===== config.mk =====
export PLATFORM = sky130hd
export DESIGN_NAME = uart_tx_serializer
export DESIGN_NICKNAME = d
export VERILOG_FILES = /design/src/rtl/uart_tx_serializer.sv
export SDC_FILE = /design/constraint.sdc
export NUM_CORES = 1
export LEC_CHECK = 0
export CAP_MARGIN = 15
export CORE_MARGIN = 4
export CORE_UTILIZATION = 30
export DETAILED_ROUTE_END_ITERATION = 10
export GPL_ROUTABILITY_DRIVEN = 0
export PLACE_DENSITY_LB_ADDON = 0.1
export SLEW_MARGIN = 20
export SYNTH_ARGS = -nofsm -noshare
export SYNTH_HDL_FRONTEND = slang
export SYNTH_SLANG_ARGS = --single-unit

===== constraint.sdc =====
create_clock -name pclk -period 1.45 [get_ports pclk]
set_input_delay 0.29 -clock pclk [delete_from_list [all_inputs] [get_ports pclk]]
set_output_delay 0.29 -clock pclk [all_outputs]
set_load 0.02 [all_outputs]

===== src/rtl/uart_tx_serializer.sv =====
// UART transmit serializer: one-entry holding register feeding a start/data/parity/stop shifter.
// Define UART_TX_PARITY_EN to build the parity bit generator and PARITY state.
module uart_tx_serializer (
    input  logic       pclk,
    input  logic       presetn,
    input  logic       transmit_edge,
    output logic       transmit_clk_clr,
    input  logic [7:0] tx_data,
    input  logic       tx_valid,
    output logic       tx_ready,
    input  logic [1:0] wls,
    input  logic       stb,
    input  logic       pen,
    input  logic       eps,
    input  logic       sp,
    input  logic       brk,
    output logic       txd,
    output logic       tx_busy,
    output logic       tx_empty,
    output logic [2:0] fsm_state
);

    // Handshake: a byte moves into the holding register on any cycle where
    // tx_valid and tx_ready are both high; tx_valid may drop or change freely
    // otherwise, and tx_ready stays low until the byte has moved to the shifter.

    typedef enum logic [2:0] {
        S_IDLE   = 3'd0,
        S_START  = 3'd1,
        S_DATA   = 3'd2,
        S_PARITY = 3'd3,
        S_STOP1  = 3'd4,
        S_STOP2  = 3'd5
    } state_t;

    state_t     state;
    logic [7:0] hold_data;
    logic       hold_empty;
    logic [7:0] shift;
    logic [2:0] bit_cnt;
    logic [1:0] cfg_wls;
    logic       cfg_stb;
    logic       line;
    logic       line_d;
    logic       last_bit;
    logic       frame_end;
    logic       load;
    logic       accept;
    logic       after_data;

`ifdef UART_TX_PARITY_EN
    logic       cfg_pen;
    logic       par_bit;

    function automatic logic calc_parity(input logic [7:0] d, input logic [1:0] w,
                                         input logic e, input logic s);
        logic [7:0] mask;
        mask = 8'hff >> (2'd3 - w);
        if (s)
            return ~e;
        else if (e)
            return ^(d & mask);
        else
            return ~^(d & mask);
    endfunction

    assign after_data = cfg_pen ? par_bit : 1'b1;
`else
    logic unused_parity_cfg;
    assign unused_parity_cfg = ^{pen, eps, sp};
    assign after_data = 1'b1;
`endif

    // Data bits run 0..(4+wls); the last index is simply {1, wls}.
    assign last_bit  = (bit_cnt == {1'b1, cfg_wls});
    assign frame_end = transmit_edge &
                       (((state == S_STOP1) & ~cfg_stb) | (state == S_STOP2));
    assign load      = ~hold_empty & ((state == S_IDLE) | frame_end);
    assign accept    = tx_valid & hold_empty;

    assign tx_ready  = hold_empty;
    assign tx_busy   = (state != S_IDLE);
    assign tx_empty  = hold_empty & (state == S_IDLE);
    assign fsm_state = state;

    always_ff @(posedge pclk) begin
        if (!presetn) begin
            hold_empty <= 1'b1;
            hold_data  <= 8'h00;
        end else if (load) begin
            hold_empty <= 1'b1;
        end else if (accept) begin
            hold_empty <= 1'b0;
            hold_data  <= tx_data;
        end
    end

    // Normal (unbroken) line level for the next cycle.
    always_comb begin
        line_d = line;
        if (load) begin
            line_d = 1'b0;
        end else if (transmit_edge) begin
            case (state)
                S_START: line_d = shift[0];
                S_DATA:  line_d = last_bit ? after_data : shift[1];
                default: line_d = 1'b1;
            endcase
        end
    end

    always_ff @(posedge pclk) begin
        if (!presetn) begin
            state            <= S_IDLE;
            shift            <= 8'h00;
            bit_cnt          <= 3'd0;
            cfg_wls          <= 2'd0;
            cfg_stb          <= 1'b0;
            line             <= 1'b1;
            txd              <= 1'b1;
            transmit_clk_clr <= 1'b0;
`ifdef UART_TX_PARITY_EN
            cfg_pen          <= 1'b0;
            par_bit          <= 1'b0;
`endif
        end else begin
            line             <= line_d;
            txd              <= ~brk & line_d;
            // Only frames started from idle realign the baud generator.
            transmit_clk_clr <= load & (state == S_IDLE);
            if (load) begin
                state   <= S_START;
                shift   <= hold_data;
                bit_cnt <= 3'd0;
                cfg_wls <= wls;
                cfg_stb <= stb;
`ifdef UART_TX_PARITY_EN
                cfg_pen <= pen;
                par_bit <= calc_parity(hold_data, wls, eps, sp);
`endif
            end else if (transmit_edge) begin
                case (state)
                    S_START: begin
                        state   <= S_DATA;
                        bit_cnt <= 3'd0;
                    end
                    S_DATA: begin
                        if (last_bit) begin
`ifdef UART_TX_PARITY_EN
                            state <= cfg_pen ? S_PARITY : S_STOP1;
`else
                            state <= S_STOP1;
`endif
                        end else begin
                            bit_cnt <= bit_cnt + 3'd1;
                            shift   <= shift >> 1;
                        end
                    end
`ifdef UART_TX_PARITY_EN
                    S_PARITY: state <= S_STOP1;
`endif
                    S_STOP1: state <= cfg_stb ? S_STOP2 : S_IDLE;
                    S_STOP2: state <= S_IDLE;
                    default: state <= state;
                endcase
            end
        end
    end

endmodule

After elaboration in Yosys (flattened, before gate mapping)

Index checks and enable logic that the tools add are counted.

Bits of input ports: 19
Logic and storage cells: 63
Flip-flop bits (word level): 29
Output and inout bits: 8

Equal/unequal tests: 9
Bitwise operators: 14
Reduce and logical (&&, ||, !) cells: 13
Add/sub/neg operators: 1
Mux-type cells: 15

Operators by type and width:

| operator                                               | number |
|---|---|
| two-way mux 8 bit                                      | 4 |
| case mux 3 bit (4 select lines)                        | 1 |
| AND reduction 3 bit                                    | 4 |
| two-way mux 3 bit                                      | 3 |
| bitwise AND 1 bit                                      | 7 |
| == test 3 bit (second input constant)                  | 2 |
| case mux 3 bit (2 select lines)                        | 1 |
| nonzero test 2 bit                                     | 3 |
| two-way mux 1 bit                                      | 5 |
| NOT 1 bit                                              | 5 |
| nonzero test 5 bit                                     | 1 |
| inequality test 2 bit (second input constant)          | 2 |
| nonzero test 4 bit                                     | 1 |
| adder 3 x 1 -> 3 bit (second input constant)           | 1 |
| == test 3 x 1 -> 1 bit (second input constant)         | 1 |
| == test 3 x 2 -> 1 bit (second input constant)         | 1 |
| == test 3 bit                                          | 1 |
| logical NOT 3 bit                                      | 1 |
| inequality test 3 bit (second input constant)          | 1 |
| nonzero test 3 bit                                     | 1 |
| inequality test 2 x 1 -> 1 bit (second input constant) | 1 |
| bitwise OR 1 bit                                       | 2 |
| case mux 1 bit (2 select lines)                        | 1 |
| AND reduction 2 bit                                    | 1 |
| OR reduction 2 bit                                     | 1 |

Depth between registers and ports, before layout

Gate-level depths: netlist of run 1.

Depth in word-level cells: 8
Mapped depth: 6
Mapped depth without buffers: 4

Least setup slack after synthesis of run 1

OpenSTA, ideal clock, no wires.

Path kind: register -> output
From: register state[0], in the netlist fsm_state[0]
To: output port tx_empty
Required time: 1.160 ns
Slack: -0.246 ns
Arrival time: 1.406 ns
Buffers on the path: 2
Stages on the path, launching flop included: 5
Cell sequence: dfxtp_1 buf_4 buf_6 or3_4 nor2_1

Cells in the longest elaborated chain, start to end: 2

Ends and longest elaborated chain:

| element                | line | source |
|---|---|---|
| start, declared        | 36   | `state_t state;` |
| start signal, assigned | 162  | `S_STOP1: state <= cfg_stb ? S_STOP2 : S_IDLE;` |
| start signal, assigned | 164  | `default: state <= state;` |
| logical NOT 3 bit      | 83   | `assign tx_empty = hold_empty & (state == S_IDLE);` |
| bitwise AND 1 bit      | 83   |  |
| end, declared          | 19   | `output logic tx_empty,` |

Every way passes these cells.

Final worst setup path of run 1

Ends and elaborated chain as after synthesis.

==> flow_summary_export.csv, run 1 <==
group,metric,value,unit
layout,seqCellArea,586,sq um
pwr,peakVddDrop,0.538,mV
floorplan,die_area,6170,sq um
timing,setup_viol,2,
setup_path,r2r-start,"cfg_wls[0]",
detailed_routing,vias_per_cell,4.99,
layout,num_antenna_cells,0,
timing,worst_pin_slew,0.403,ns
layout,drive_gt1_share,31.6,%
flow_run,maxCapViolations,0,
min_path,worstHoldStart,"hold_data[1]",
global_routing,grt_pass1_wl,6910,microns
floorplan,die_w,78.5,microns
synth,synth_edf_count,0,
pwr,power_density,1070,nW/um^2
clock_network,htreeDepth,2,
clock_network,cts_tree,"done",
synth,synth.most_common_cell,"dfxtp_1",
setup_path,reg2regPathDepth,5,
clock_network,cts_sinks,29,
synth,yosysTopAreaCellShare,38.9,%
floorplan,die_y,78.5,microns
synth,synth_area_leader_cell,"dfxtp_1",
setup_path,crit_chain,"or3_4 > nor2_4 > buf_6",
synth,synthTopCellsByArea,"dfxtp_1 (39%), a21oi_1 (7.0%), o221a_1 (5.3%)",
setup_path,crit_required,1.16,ns
clock_network,clkSlewWorstSetupHoldPaths,0.07,ns
setup_path,end_kind,"output pin",
min_path,hold_end,"hold_data[1]",
detailed_routing,wl_per_cell,14.5,microns
timing,hold_viol,0,
placement,hpwl,2990,microns
synth,yosysWarningCount,0,
detailed_routing,drtIter0Drc,33,
global_routing,antenna_found_initial,0,
setup_path,cp-start-kind,"flip-flop",
synth,synth_cells,166,
detailed_routing,routed_wl,4050,microns
clock_network,cts_root_buffer,"clkbuf_8",
synth,ys_async_sr_fraction,0,%
synth,synthFlopType,"dfxtp_1",
timing,maxSlewViolCount,0,
clock_network,cts_buffers,5,
setup_path,max_stage_delay,0.41,ns
setup_path,path_buf_inv,1,
detailed_routing,drc,0,
detailed_routing,dr.pass1.iters,4,
placement,post-place-cells,269,
setup_path,r2r-end,"bit_cnt[2]",
setup_path,slowest_stage,"or3_4",
timing,period_needed,1.51,ns
setup_path,cp_max_fo,3,
synth,synth_nets,186,
synth,ys_types,48,
synth,syn_avg_cell_area,8.99,sq um
timing,rsz0062_at_grt,"yes",
pwr,total_power,2280,uW
synth,synth-seq-cells,29,
floorplan,core-area,4790,sq um
timing,skew,0.00660,ns
status,status,"finished, violations left",
setup_path,reg2reg_slack,0.02,ns
floorplan,rows,25,
timing,fmax,662,MHz
synth,synth-seq-area-share,38.9,%
global_routing,grt_max_degree,19,
timing,setup_ws,-0.0605,ns
pwr,leakagePower,0.000814,uW
layout,multi_input_area,881,sq um
clock_network,cts_buffer_depth,2,
detailed_routing,ant_nets,0,
floorplan,start_util,31.2,%
global_routing,gr-total-overflow,0,
setup_path,crit_type,"flip-flop to output pin",
setup_path,crit_arrival,1.22,ns
timing,min_period_over_period,104,%
setup_path,cpLargestDelayFamily,"simple AND/OR/NAND/NOR gates",
global_routing,grt_use_total,14.4,%
clock_network,clkLatencyLatePin,0.28,ns
clock_network,cts_hold_buf,0,
layout,stdcell_count,279,
global_routing,first_global_vias,1485,
floorplan,num_io_pins,27,
layout,layout.nets,231,
min_path,hold_depth,2,
detailed_routing,num_vias,1392,
synth,synth_commonest_cells,"dfxtp_1 (29), a21oi_1 (21), nand2_1 (18)",
layout,n_fill_cell,502,
status,violations,"negative setup slack",
placement,port_buffers,23,
timing,setup_tns,-0.0874,ns
layout,syn2layout_area_growth,43.4,%
timing,slew_headroom,73.1,%
min_path,hp-class,"flip-flop to flip-flop",
synth,synth_area,1490,sq um
-- per-stage QoR --
stage / area, sq um / hold slack (ns) / setup WS (ns) / utilization [%]
floorplan: 1510 / 0.355 / -0.0454 / -
global placement: 1910 / 0.453 / -0.249 / 39.9
detailed placement: 1910 / 0.451 / -0.259 / 39.9
CTS: 2040 / 0.461 / -0.0744 / 42.6
global route: 2140 / 0.483 / -0.116 / 44.7
finish: 2140 / 0.461 / -0.0605 / 44.7
-- metal layers --
metal / wire (microns) / track usage [%] / vias up / part of all wire [%]
li1: - / - / 704 / -
met1: 1810 / 16.7 / 661 / 45
met2: 2070 / 24.4 / 21 / 51
met3: 106 / 4.93 / 6 / 2.6
met4: 72 / 4.90 / 0 / 1.8
met5: 0 / 0 / - / 0
-- how the worst max path moves through the flow --
stage                  startpoint  endpoint  cells past startpoint
CTS                  fsm_state[2]  tx_empty                      3
floorplan            fsm_state[0]  tx_empty                      4
global route         fsm_state[0]  tx_empty                      3
finish               fsm_state[0]  tx_empty                      3
detailed placement  transmit_edge      line                      5
global placement     fsm_state[2]  tx_empty                      3
-- state kept, by name, summed over array words and instances, names as in the netlist --
name	cells
shift	8
bit_cnt	3
hold_data	8
fsm_state	3
transmit_clk_clr	1
cfg_stb	1
cfg_wls	2
line	1
txd	1
tx_ready	1
-- tightest hold or removal path, delay by kind of cell, from the launching register on --
kind / cells / cell delay [ns]
compound gates: 1 / 0.05
flops: 1 / 0.31
simple gates: 1 / 0.05
-- logic make-up after synthesis --
family,Yosys count,synth area share (%)
compound gates,61,31.4
simple gates,55,18.3
mux,1,0.671
fa+ha+maj,1,0.838
buf+inv,17,7.71
flops,29,38.9
xor+xnor,2,2.18
-- power by group --
group          internal [uW]  switching (uW)
Combinational            247             243
Clock                    558             333
Sequential               858            42.3
-- layout make-up --
cell class	instances	area share [%]
clock inverters	2	1.75
flip-flops and latches	29	27.4
repair buffers	51	21.3
multi-input cells	120	41.1
clock buffers	6	3.86
inverters	4	0.701
well taps	67	3.92
-- timing repair --
action	CTS	global route
setup buffers	0	2
pin swaps	2	5
setup endpoints to repair	16	20
resized for setup	23	20
-- layout by cell type, fill, tap and decap left out, types with 5 or more instances in the layout --
cell type and instances:
nand2_1 17, clkbuf_8 6, buf_6 5, o221a_1 7, buf_4 23, nand3_1 11, clkdlybuf4s50_1 14, dfxtp_1 25
a21oi_1 20, nor2_1 10, o21ai_0 7
No activity file was read; power rests on OpenSTA's default activity.
==> run 2: changes to the inputs <==
--- a/config.mk
+++ b/config.mk
@@ -5,7 +5,6 @@
 export SDC_FILE = /design/constraint.sdc
 export NUM_CORES = 1
 export LEC_CHECK = 0
-export CAP_MARGIN = 15
 export CORE_MARGIN = 4
 export CORE_UTILIZATION = 30
 export DETAILED_ROUTE_END_ITERATION = 10
==> results of run 2 <==
Same layout as run 1: the final DEF is identical, and so are final timing and power.
==> run 3: changes to the inputs <==
--- a/config.mk
+++ b/config.mk
@@ -7,6 +7,7 @@
 export LEC_CHECK = 0
 export CORE_MARGIN = 4
 export CORE_UTILIZATION = 30
+export CTS_BUF_LIST = sky130_fd_sc_hd__clkbuf_8
 export DETAILED_ROUTE_END_ITERATION = 10
 export GPL_ROUTABILITY_DRIVEN = 0
 export PLACE_DENSITY_LB_ADDON = 0.1
==> results of run 3 <==
Same layout as run 1: the final DEF is identical, and so are final timing and power.
